===== config.mk =====
export PLATFORM = sky130hd
export DESIGN_NAME = rx_fifo_ctrl_flat
export DESIGN_NICKNAME = d
export VERILOG_FILES = /design/src/rtl/rx_pkg.sv /design/src/rtl/rx_fifo_ctrl_if.sv /design/src/rtl/rx_fifo_mem.sv /design/src/rtl/rx_fifo_ctrl.sv /design/src/flat_wrapper.sv
export SDC_FILE = /design/constraint.sdc
export NUM_CORES = 1
export LEC_CHECK = 0
export CAP_MARGIN = 20
export CORE_AREA = 2 2 59 61
export DETAILED_ROUTE_END_ITERATION = 8
export DIE_AREA = 0 0 61 63
export PLACE_DENSITY = 0.81
export SLEW_MARGIN = 40
export SYNTH_ARGS = -nofsm -noshare
export SYNTH_HDL_FRONTEND = slang
export SYNTH_SLANG_ARGS = --single-unit

===== constraint.sdc =====
create_clock -name clk -period 6.8 [get_ports clk]
set_clock_uncertainty 0.05 [all_clocks]
set_input_delay 1.02 -clock clk [delete_from_list [all_inputs] [get_ports clk]]
set_output_delay 1.02 -clock clk [all_outputs]
set_load 0.05 [all_outputs]

===== src/rtl/rx_pkg.sv =====
// Shared constants and types for the UART receive-buffer path.
package rx_pkg;
   localparam int RX_DATA_WIDTH = 8;
   localparam int RX_FIFO_DEPTH = 4;

   typedef logic [RX_DATA_WIDTH-1:0] rx_byte_t;
endpackage : rx_pkg


===== src/rtl/rx_fifo_ctrl_if.sv =====
// Receiver/host handshake bundle for the receive FIFO controller.
interface rx_fifo_ctrl_if
   import rx_pkg::*;
#(
   parameter int DATA_WIDTH = RX_DATA_WIDTH,
   parameter int DEPTH      = RX_FIFO_DEPTH
);
   logic                     load_buffer;
   logic [DATA_WIDTH-1:0]    rx_packet_data;
   logic                     data_read;
   logic                     fifo_clear;
   logic [DATA_WIDTH-1:0]    rx_data;
   logic                     data_ready;
   logic                     overrun_error;
   logic [$clog2(DEPTH):0]   count;

   modport master (
      output load_buffer, rx_packet_data, data_read, fifo_clear,
      input  rx_data, data_ready, overrun_error, count
   );

   modport slave (
      input  load_buffer, rx_packet_data, data_read, fifo_clear,
      output rx_data, data_ready, overrun_error, count
   );
endinterface : rx_fifo_ctrl_if


===== src/rtl/rx_fifo_mem.sv =====
// DEPTH x DATA_WIDTH register file: synchronous write, combinational read.
module rx_fifo_mem
   import rx_pkg::*;
#(
   parameter int DATA_WIDTH = RX_DATA_WIDTH,
   parameter int DEPTH      = RX_FIFO_DEPTH
) (
   input  logic                       clk,
   input  logic                       wen,
   input  logic [$clog2(DEPTH)-1:0]   waddr,
   input  logic [DATA_WIDTH-1:0]      wdata,
   input  logic [$clog2(DEPTH)-1:0]   raddr,
   output logic [DATA_WIDTH-1:0]      rdata
);
   logic [DATA_WIDTH-1:0] mem [DEPTH];

   // NOTE: storage carries no reset; the controller's count masks stale entries.
   always_ff @(posedge clk) begin
      if (wen) mem[waddr] <= wdata;
   end

   assign rdata = mem[raddr];
endmodule : rx_fifo_mem


===== src/rtl/rx_fifo_ctrl.sv =====
// Receive-buffer controller: circular FIFO with occupancy count, sticky overrun and flush.
module rx_fifo_ctrl
   import rx_pkg::*;
#(
   parameter int DATA_WIDTH = RX_DATA_WIDTH,
   parameter int DEPTH      = RX_FIFO_DEPTH
) (
   input  logic           clk,
   input  logic           n_rst,
   rx_fifo_ctrl_if.slave  bus
);
   localparam int AW = $clog2(DEPTH);
   localparam int CW = AW + 1;

   logic [AW-1:0]          wr_ptr, rd_ptr;
   logic [CW-1:0]          count_q;
   logic                   overrun_q;
   logic                   full, empty, push_ok, pop_ok, drop;
   logic                   mem_wen;
   logic [DATA_WIDTH-1:0]  head;

   // NOTE: every always_comb output gets a default first so no latch is inferred.
   always_comb begin
      full    = 1'b0;
      empty   = 1'b0;
      push_ok = 1'b0;
      pop_ok  = 1'b0;
      drop    = 1'b0;
      full    = (count_q == CW'(DEPTH));
      empty   = (count_q == '0);
      pop_ok  = bus.data_read && !empty;
      // A pop at full frees the slot the incoming byte needs.
      push_ok = bus.load_buffer && (!full || bus.data_read);
      drop    = bus.load_buffer && full && !bus.data_read;
   end

   assign mem_wen = push_ok && !bus.fifo_clear && n_rst;

   rx_fifo_mem #(
      .DATA_WIDTH (DATA_WIDTH),
      .DEPTH      (DEPTH)
   ) u_mem (
      .clk   (clk),
      .wen   (mem_wen),
      .waddr (wr_ptr),
      .wdata (bus.rx_packet_data),
      .raddr (rd_ptr),
      .rdata (head)
   );

   // NOTE: sequential state uses non-blocking assignments so all registers update together.
   always_ff @(posedge clk) begin
      if (!n_rst) begin
         wr_ptr    <= '0;
         rd_ptr    <= '0;
         count_q   <= '0;
         overrun_q <= 1'b0;
      end else if (bus.fifo_clear) begin
         wr_ptr    <= '0;
         rd_ptr    <= '0;
         count_q   <= '0;
         overrun_q <= 1'b0;
      end else begin
         if (push_ok) wr_ptr <= wr_ptr + AW'(1);
         if (pop_ok)  rd_ptr <= rd_ptr + AW'(1);
         case ({push_ok, pop_ok})
            2'b10:   count_q <= count_q + CW'(1);
            2'b01:   count_q <= count_q - CW'(1);
            default: count_q <= count_q;
         endcase
         if (drop)        overrun_q <= 1'b1;
         else if (pop_ok) overrun_q <= 1'b0;
      end
   end

   assign bus.count         = count_q;
   assign bus.data_ready    = !empty;
   assign bus.overrun_error = overrun_q;
   assign bus.rx_data       = empty ? '0 : head;
endmodule : rx_fifo_ctrl


===== src/flat_wrapper.sv =====
// flat-port wrapper written by rule: the top's interface ports become plain ports
module rx_fifo_ctrl_flat import rx_pkg::*;
#(
   parameter int DATA_WIDTH = RX_DATA_WIDTH,
   parameter int DEPTH      = RX_FIFO_DEPTH
)
  (clk, n_rst, bus_load_buffer, bus_rx_packet_data, bus_data_read, bus_fifo_clear, bus_rx_data, bus_data_ready, bus_overrun_error, bus_count);
  rx_fifo_ctrl_if #(.DATA_WIDTH(DATA_WIDTH), .DEPTH(DEPTH)) bus_i ();
  input  logic clk;
  input  logic n_rst;
  input wire logic [$bits(bus_i.load_buffer)-1:0] bus_load_buffer;
  input wire logic [$bits(bus_i.rx_packet_data)-1:0] bus_rx_packet_data;
  input wire logic [$bits(bus_i.data_read)-1:0] bus_data_read;
  input wire logic [$bits(bus_i.fifo_clear)-1:0] bus_fifo_clear;
  output wire logic [$bits(bus_i.rx_data)-1:0] bus_rx_data;
  output wire logic [$bits(bus_i.data_ready)-1:0] bus_data_ready;
  output wire logic [$bits(bus_i.overrun_error)-1:0] bus_overrun_error;
  output wire logic [$bits(bus_i.count)-1:0] bus_count;
  assign bus_i.load_buffer = bus_load_buffer;
  assign bus_i.rx_packet_data = bus_rx_packet_data;
  assign bus_i.data_read = bus_data_read;
  assign bus_i.fifo_clear = bus_fifo_clear;
  assign bus_rx_data = bus_i.rx_data;
  assign bus_data_ready = bus_i.data_ready;
  assign bus_overrun_error = bus_i.overrun_error;
  assign bus_count = bus_i.count;
  rx_fifo_ctrl #(.DATA_WIDTH(DATA_WIDTH), .DEPTH(DEPTH)) u_core (.clk(clk), .n_rst(n_rst), .bus(bus_i));
endmodule

==> Yosys cells after proc, flatten, opt, wreduce, memory -nomap -nowiden <==
Memory sizes are Yosys's and may differ from the RTL's. A register that Yosys moved wholly into a read port is not among the register bits.
Index checks and enable logic that the tools add are counted.
{ "word_totals": {"elab_cells": 36, "input_bits": 13, "register_bits": 8, "output_inout_bits": 13, "n_memories": 1, "ram_bits": 32} }
{ "classes": {"n_eq_ne": 3, "n_addsub": 4, "n_reduce_logical": 15, "n_mux": 8, "n_bitwise": 1} }
{ "mem_list": {"columns": ["name", "depth", "width", "rd", "rd_ports_with_merged_regs", "wr", "line", "source"], "rows": [
  ["u_core.u_mem.mem", 4, 8, 1, 1, 1, "rx_fifo_mem.sv:15", "logic [DATA_WIDTH-1:0] mem [DEPTH];"]
]} }
{ "ops": {"columns": ["operator", "n"], "rows": [
  ["2-to-1 mux 8 bit", 1],
  ["logical AND 1 bit", 6],
  ["one-hot mux 3 bit (2 select lines)", 1],
  ["adder 2 x 1 -> 2 bit (second input constant)", 2],
  ["zero test 1 bit", 4],
  ["2-to-1 mux 1 bit", 4],
  ["2-to-1 mux 2 bit", 2],
  ["nonzero test 2 bit", 2],
  ["adder 3 x 1 -> 3 bit (second input constant)", 1],
  ["== test 3 bit (second input constant)", 1],
  ["zero test 3 bit", 1],
  ["subtractor 3 x 1 -> 3 bit (second input constant)", 1],
  ["== test 2 x 1 -> 1 bit (second input constant)", 1],
  ["== test 2 bit (second input constant)", 1],
  ["OR reduction 2 bit", 1],
  ["logical OR 1 bit", 1],
  ["inverter 1 bit", 1]
]} }

==> Logic depth before layout (Yosys ltp) <==
{ "depth": {"depth_word": 8, "ltp_mapped": 9, "depth_no_buf": 9} }

==> Hierarchy <==
From an unflattened synthesis, not the netlist that was laid out.
{ "unflattened": {"cells_unflattened": 102, "hier_area_um2": 1659.1} }
{ "modules_own_cells": {"columns": ["module", "instances", "cells_each", "area_per_inst_um2", "seq_area_each_um2"], "rows": [
  ["rx_fifo_mem", 1, 46, 1188.6, 960.9],
  ["rx_fifo_ctrl", 1, 56, 470.5, 160.2]
]} }

==> Worst setup path before layout <==
No wires, ideal clock.
{ "synth_timing": {"kind": "flip-flop to output port", "start": "register u_core.count_q[0], in the netlist u_core.bus.count[0]", "end": "output bus_rx_data[0]", "setup_slack_ps": 3951, "n_path_buf": 1, "t_arrival_ps": 1779, "t_required_ps": 5730, "stages_incl_launch_ff": 4, "cell_sequence": "dfxtp_1 -> nor3_1 -> buf_2 -> nor2b_1"} }
{ "synth_between": {"elab_chain_len": 2} }
{ "synth_lines": {"columns": ["item", "line", "source"], "rows": [
  ["start, declared", "rx_fifo_ctrl.sv:16", "logic [CW-1:0] count_q;"],
  ["start signal, assigned", "rx_fifo_ctrl.sv:67", "2'b10: count_q <= count_q + CW'(1);"],
  ["start signal, assigned", "rx_fifo_ctrl.sv:68", "2'b01: count_q <= count_q - CW'(1);"],
  ["start signal, assigned", "rx_fifo_ctrl.sv:69", "default: count_q <= count_q;"],
  ["zero test 3 bit", "rx_fifo_ctrl.sv:30", "empty = (count_q == '0);"],
  ["2-to-1 mux 8 bit", "rx_fifo_ctrl.sv:79", "assign bus.rx_data = empty ? '0 : head;"],
  ["end, declared", "flat_wrapper.sv:15", "output wire logic [$bits(bus_i.rx_data)-1:0] bus_rx_data;"]
]} }
No other way between the ends.

==> results.py <==
metrics = {
    "outcome": {
        "status": "finished clean",
    },
    "logic_synthesis": {
        "async_flop_share_pct": 0,
        "syn_inst": 111,
        "ys_types": 29,
        "syn_area_per_cell_um2": 15.8,
        "synth.net_count": 130,
        "synth_area_um2": 1760,
        "ys_top_cells_by_area": "edfxtp_1 55%, dfxtp_1 11%, mux4_2 10%, ha_1 3.6%, nor2b_1 2.8%",
        "ys_seq_area_share_pct": 66.0,
        "ys_ff_latch": 42,
        "synth_edf_count": 32,
        "synthFlopType": "edfxtp_1",
        "yosys.area.top_type": "edfxtp_1",
        "synth_top_area_share_pct": 54.7,
        "ys_warn_count": 0,
    },
    "route": {
        "routed_wl_um": 2940,
        "viasPerCell": 5.31,
        "antenna_left": 0,
        "route.detailed.wl_per_inst_um": 15.7,
        "first_iter_violations": 60,
        "vias": 993,
        "drt_first_pass_iters": 4,
        "drc": 0,
    },
    "cts": {
        "cts_buffers": 5,
        "cts_resized": 0,
        "htreeDepth": 2,
        "clkLatencyLatePin_ps": 350,
        "clk_pin_slew_ps": 110,
        "cts_hold_buf": 0,
        "cts_root_buf": "clkbuf_4",
        "clk_path_buf_depth": 2,
        "cts_tree": "yes",
        "post_cts_buffers": 0,
        "cts_sinks": 42,
    },
    "critical_path": {
        "slowest_delay_ps": 700,
        "path_buf_inv": 1,
        "endpoint": "bus_rx_data[4]",
        "crit_path_top_delay_cell": "clkdlybuf4s50_1",
        "cp-start-kind": "flop",
        "critPathKind": "reg -> out",
        "worstPathRequired_ps": 5730,
        "timing.critical_path.cells": "mux4_2, nor2b_1, clkdlybuf4s50_1",
        "end_kind": "output port",
        "critical_path.max_fanout": 8,
        "cp.depth": 3,
        "reg2reg_depth": 9,
        "arrival_ps": 2450,
        "r2r_slack_ps": 4430,
        "cp_top_family": "buffers and inverters",
        "r2r_start": "u_core.bus.count[0]",
        "rr_endpoint": "u_core.bus.count[2]",
    },
    "timing": {
        "post-route-min-period_ps": 3520,
        "fin_crit_sh_pct": 51.8,
        "setup-tns-final_ps": 0,
        "max_freq_mhz": 284,
        "final_max_slew_viol_count": 0,
        "finalHoldViolations": 0,
        "final-setup-viol-count": 0,
        "rsz0062_at_grt": "false",
        "tightest_slew_ps": 565,
        "hold_ws_ps": 453,
        "slew_headroom_pct": 62.3,
    },
    "global_route": {
        "grt_antenna_before_repair": 0,
        "first_global_vias": 995,
        "grt_max_degree": 14,
        "overflow": 0,
        "gr-usage-all-layers_pct": 17.8,
        "grt_pass1_wl_um": 4770,
    },
    "power_and_ir_drop": {
        "vdd_drop_max_mv": 0.140,
        "p_leak_nw": 0.718,
        "power_density_nw_per_um2": 234,
        "finalPower_mw": 0.499,
    },
    "die": {
        "dieArea_um2": 3840,
        "start_util_pct": 54.4,
        "die_w_um": 61,
        "core_um2": 3230,
        "ioPinCount": 26,
        "dieHeight_um": 63,
        "row_count": 21,
    },
    "finish": {
        "fin_area_um2": 2140,
        "fin_nets": 159,
        "n_fill_cell": 246,
        "diodes": 0,
        "syn_to_final_growth_pct": 21.6,
        "layout-drive-gt1-share_pct": 17.0,
    },
    "place": {
        "gp_congestion": 0.732,
        "placed_area_um2": 2050,
        "port_buffers": 25,
        "dp_hpwl_um": 2020,
    },
    "flow_run": {
        "max_cap_violations": 0,
    },
    "hold_path": {
        "holdCritPathClass": "reg -> reg",
    },
}
-- metal layers --
metal | vias to the layer above | share of wire (%) | global-route usage, %
met1 | 490 | 41 | 22.2
met5 | - | 0 | 0
met2 | 29 | 52 | 28.4
met4 | 0 | 1.1 | 6.52
met3 | 4 | 5.8 | 6.21
li1 | 470 | - | -
-- per-stage QoR --
| step | instances | worst slack (ps) | utilization [%] |
|---|---|---|---|
| final | 187 | 3280 | 66.2 |
| after detailed placement | 179 | 3400 | 63.5 |
| after floorplan | 111 | 3950 | - |
| after CTS | 187 | 3220 | 66.2 |
| after global routing | 187 | 3140 | 66.2 |
| after global placement | 179 | 3500 | 63.5 |
-- synthesized netlist by cell type, drive strengths merged (2+ instances only) --
cell type,n
a21oi,4
and3,4
buf,2
clkbuf,2
dfxtp,10
edfxtp,32
ha,5
inv,9
mux4,8
nor2,7
nor2b,8
o21ai,3
o31ai,2
or3,2
xor2,3
-- report_power, final --
part / switching [mW] / internal [mW]
combinational: 0.0310 / 0.0218
clock: 0.0767 / 0.0878
sequential: 0.00333 / 0.279
-- logic make-up (layout without fill, tap and decap cells) --
family	Yosys count	in the layout	share of synthesized area [%]
compound gates	10	10	3.84
xor+xnor	3	3	1.49
fa+ha+maj	6	6	4.70
buf+inv	13	43	3.06
flops	42	42	66.0
mux	8	8	10.2
simple gates	29	29	10.6
-- worst min-delay path by stage --
stage	cells past startpoint	slack, ps	endpoint	startpoint
final	2	450	flop	u_core.rd_ptr[1]
after global routing	2	470	flop	u_core.rd_ptr[1]
after CTS	2	460	flop	u_core.rd_ptr[1]
after detailed placement	2	440	flop	u_core.rd_ptr[1]
after global placement	2	420	flop	u_core.rd_ptr[1]
after floorplan	2	410	flop	u_core.rd_ptr[1]
-- sequential cells by signal, summed over array words and instances, names as in the netlist, named ones only --
| name | cells |
|---|---|
| u_core.u_mem.mem | 32 |
| u_core.bus.count | 3 |
| u_core.rd_ptr | 2 |
| u_core.wr_ptr | 2 |
| u_core.bus.overrun_error | 1 |
-- layout make-up --
| type | instances | area (µm²) | area share [%] |
|---|---|---|---|
| clock buffer | 7 | 55.1 | 2.57 |
| tap | 46 | 57.6 | 2.69 |
| multi-input combinational | 56 | 543 | 25.4 |
| inverter | 9 | 33.8 | 1.58 |
| timing repair buffer | 26 | 258 | 12.1 |
| clock inverter | 1 | 30.0 | 1.40 |
| sequential | 42 | 1160 | 54.3 |
-- cell usage in the layout (no fill, tap or decap) --
| cell type | n |
|---|---|
| edfxtp_1 | 32 |
| clkdlybuf4s50_1 | 25 |
| dfxtp_1 | 10 |
| inv_1 | 8 |
| mux4_2 | 8 |
| nor2b_1 | 8 |
| nor2_1 | 6 |
| ha_1 | 5 |
| clkbuf_4 | 5 |
| and3_1 | 4 |
| a21oi_1 | 4 |
| xor2_1 | 3 |
| o31ai_2 | 2 |
| or3_1 | 2 |
| o21ai_0 | 2 |
| nor3_1 | 1 |
| nor4b_2 | 1 |
| nor2_2 | 1 |
| and2b_2 | 1 |
| inv_2 | 1 |
| nand2_1 | 1 |
| o21ai_1 | 1 |
| nand2b_1 | 1 |
| a22oi_1 | 1 |
| or4b_4 | 1 |
| nand4_2 | 1 |
| nand3_1 | 1 |
| fa_1 | 1 |
| clkbuf_1 | 1 |
| clkbuf_8 | 1 |
| bufinv_16 | 1 |
| buf_4 | 1 |
-- worst reg2reg max path, stage by stage, from the launching register on --
cell	delay, ps
dfxtp_1	420
nor4b_2	430
nor2_2	120
inv_1	70
ha_1	170
inv_1	60
fa_1	370
xor2_1	160
or3_1	310
a21oi_1	140
Note: power is estimated with default switching activity, not from simulation.
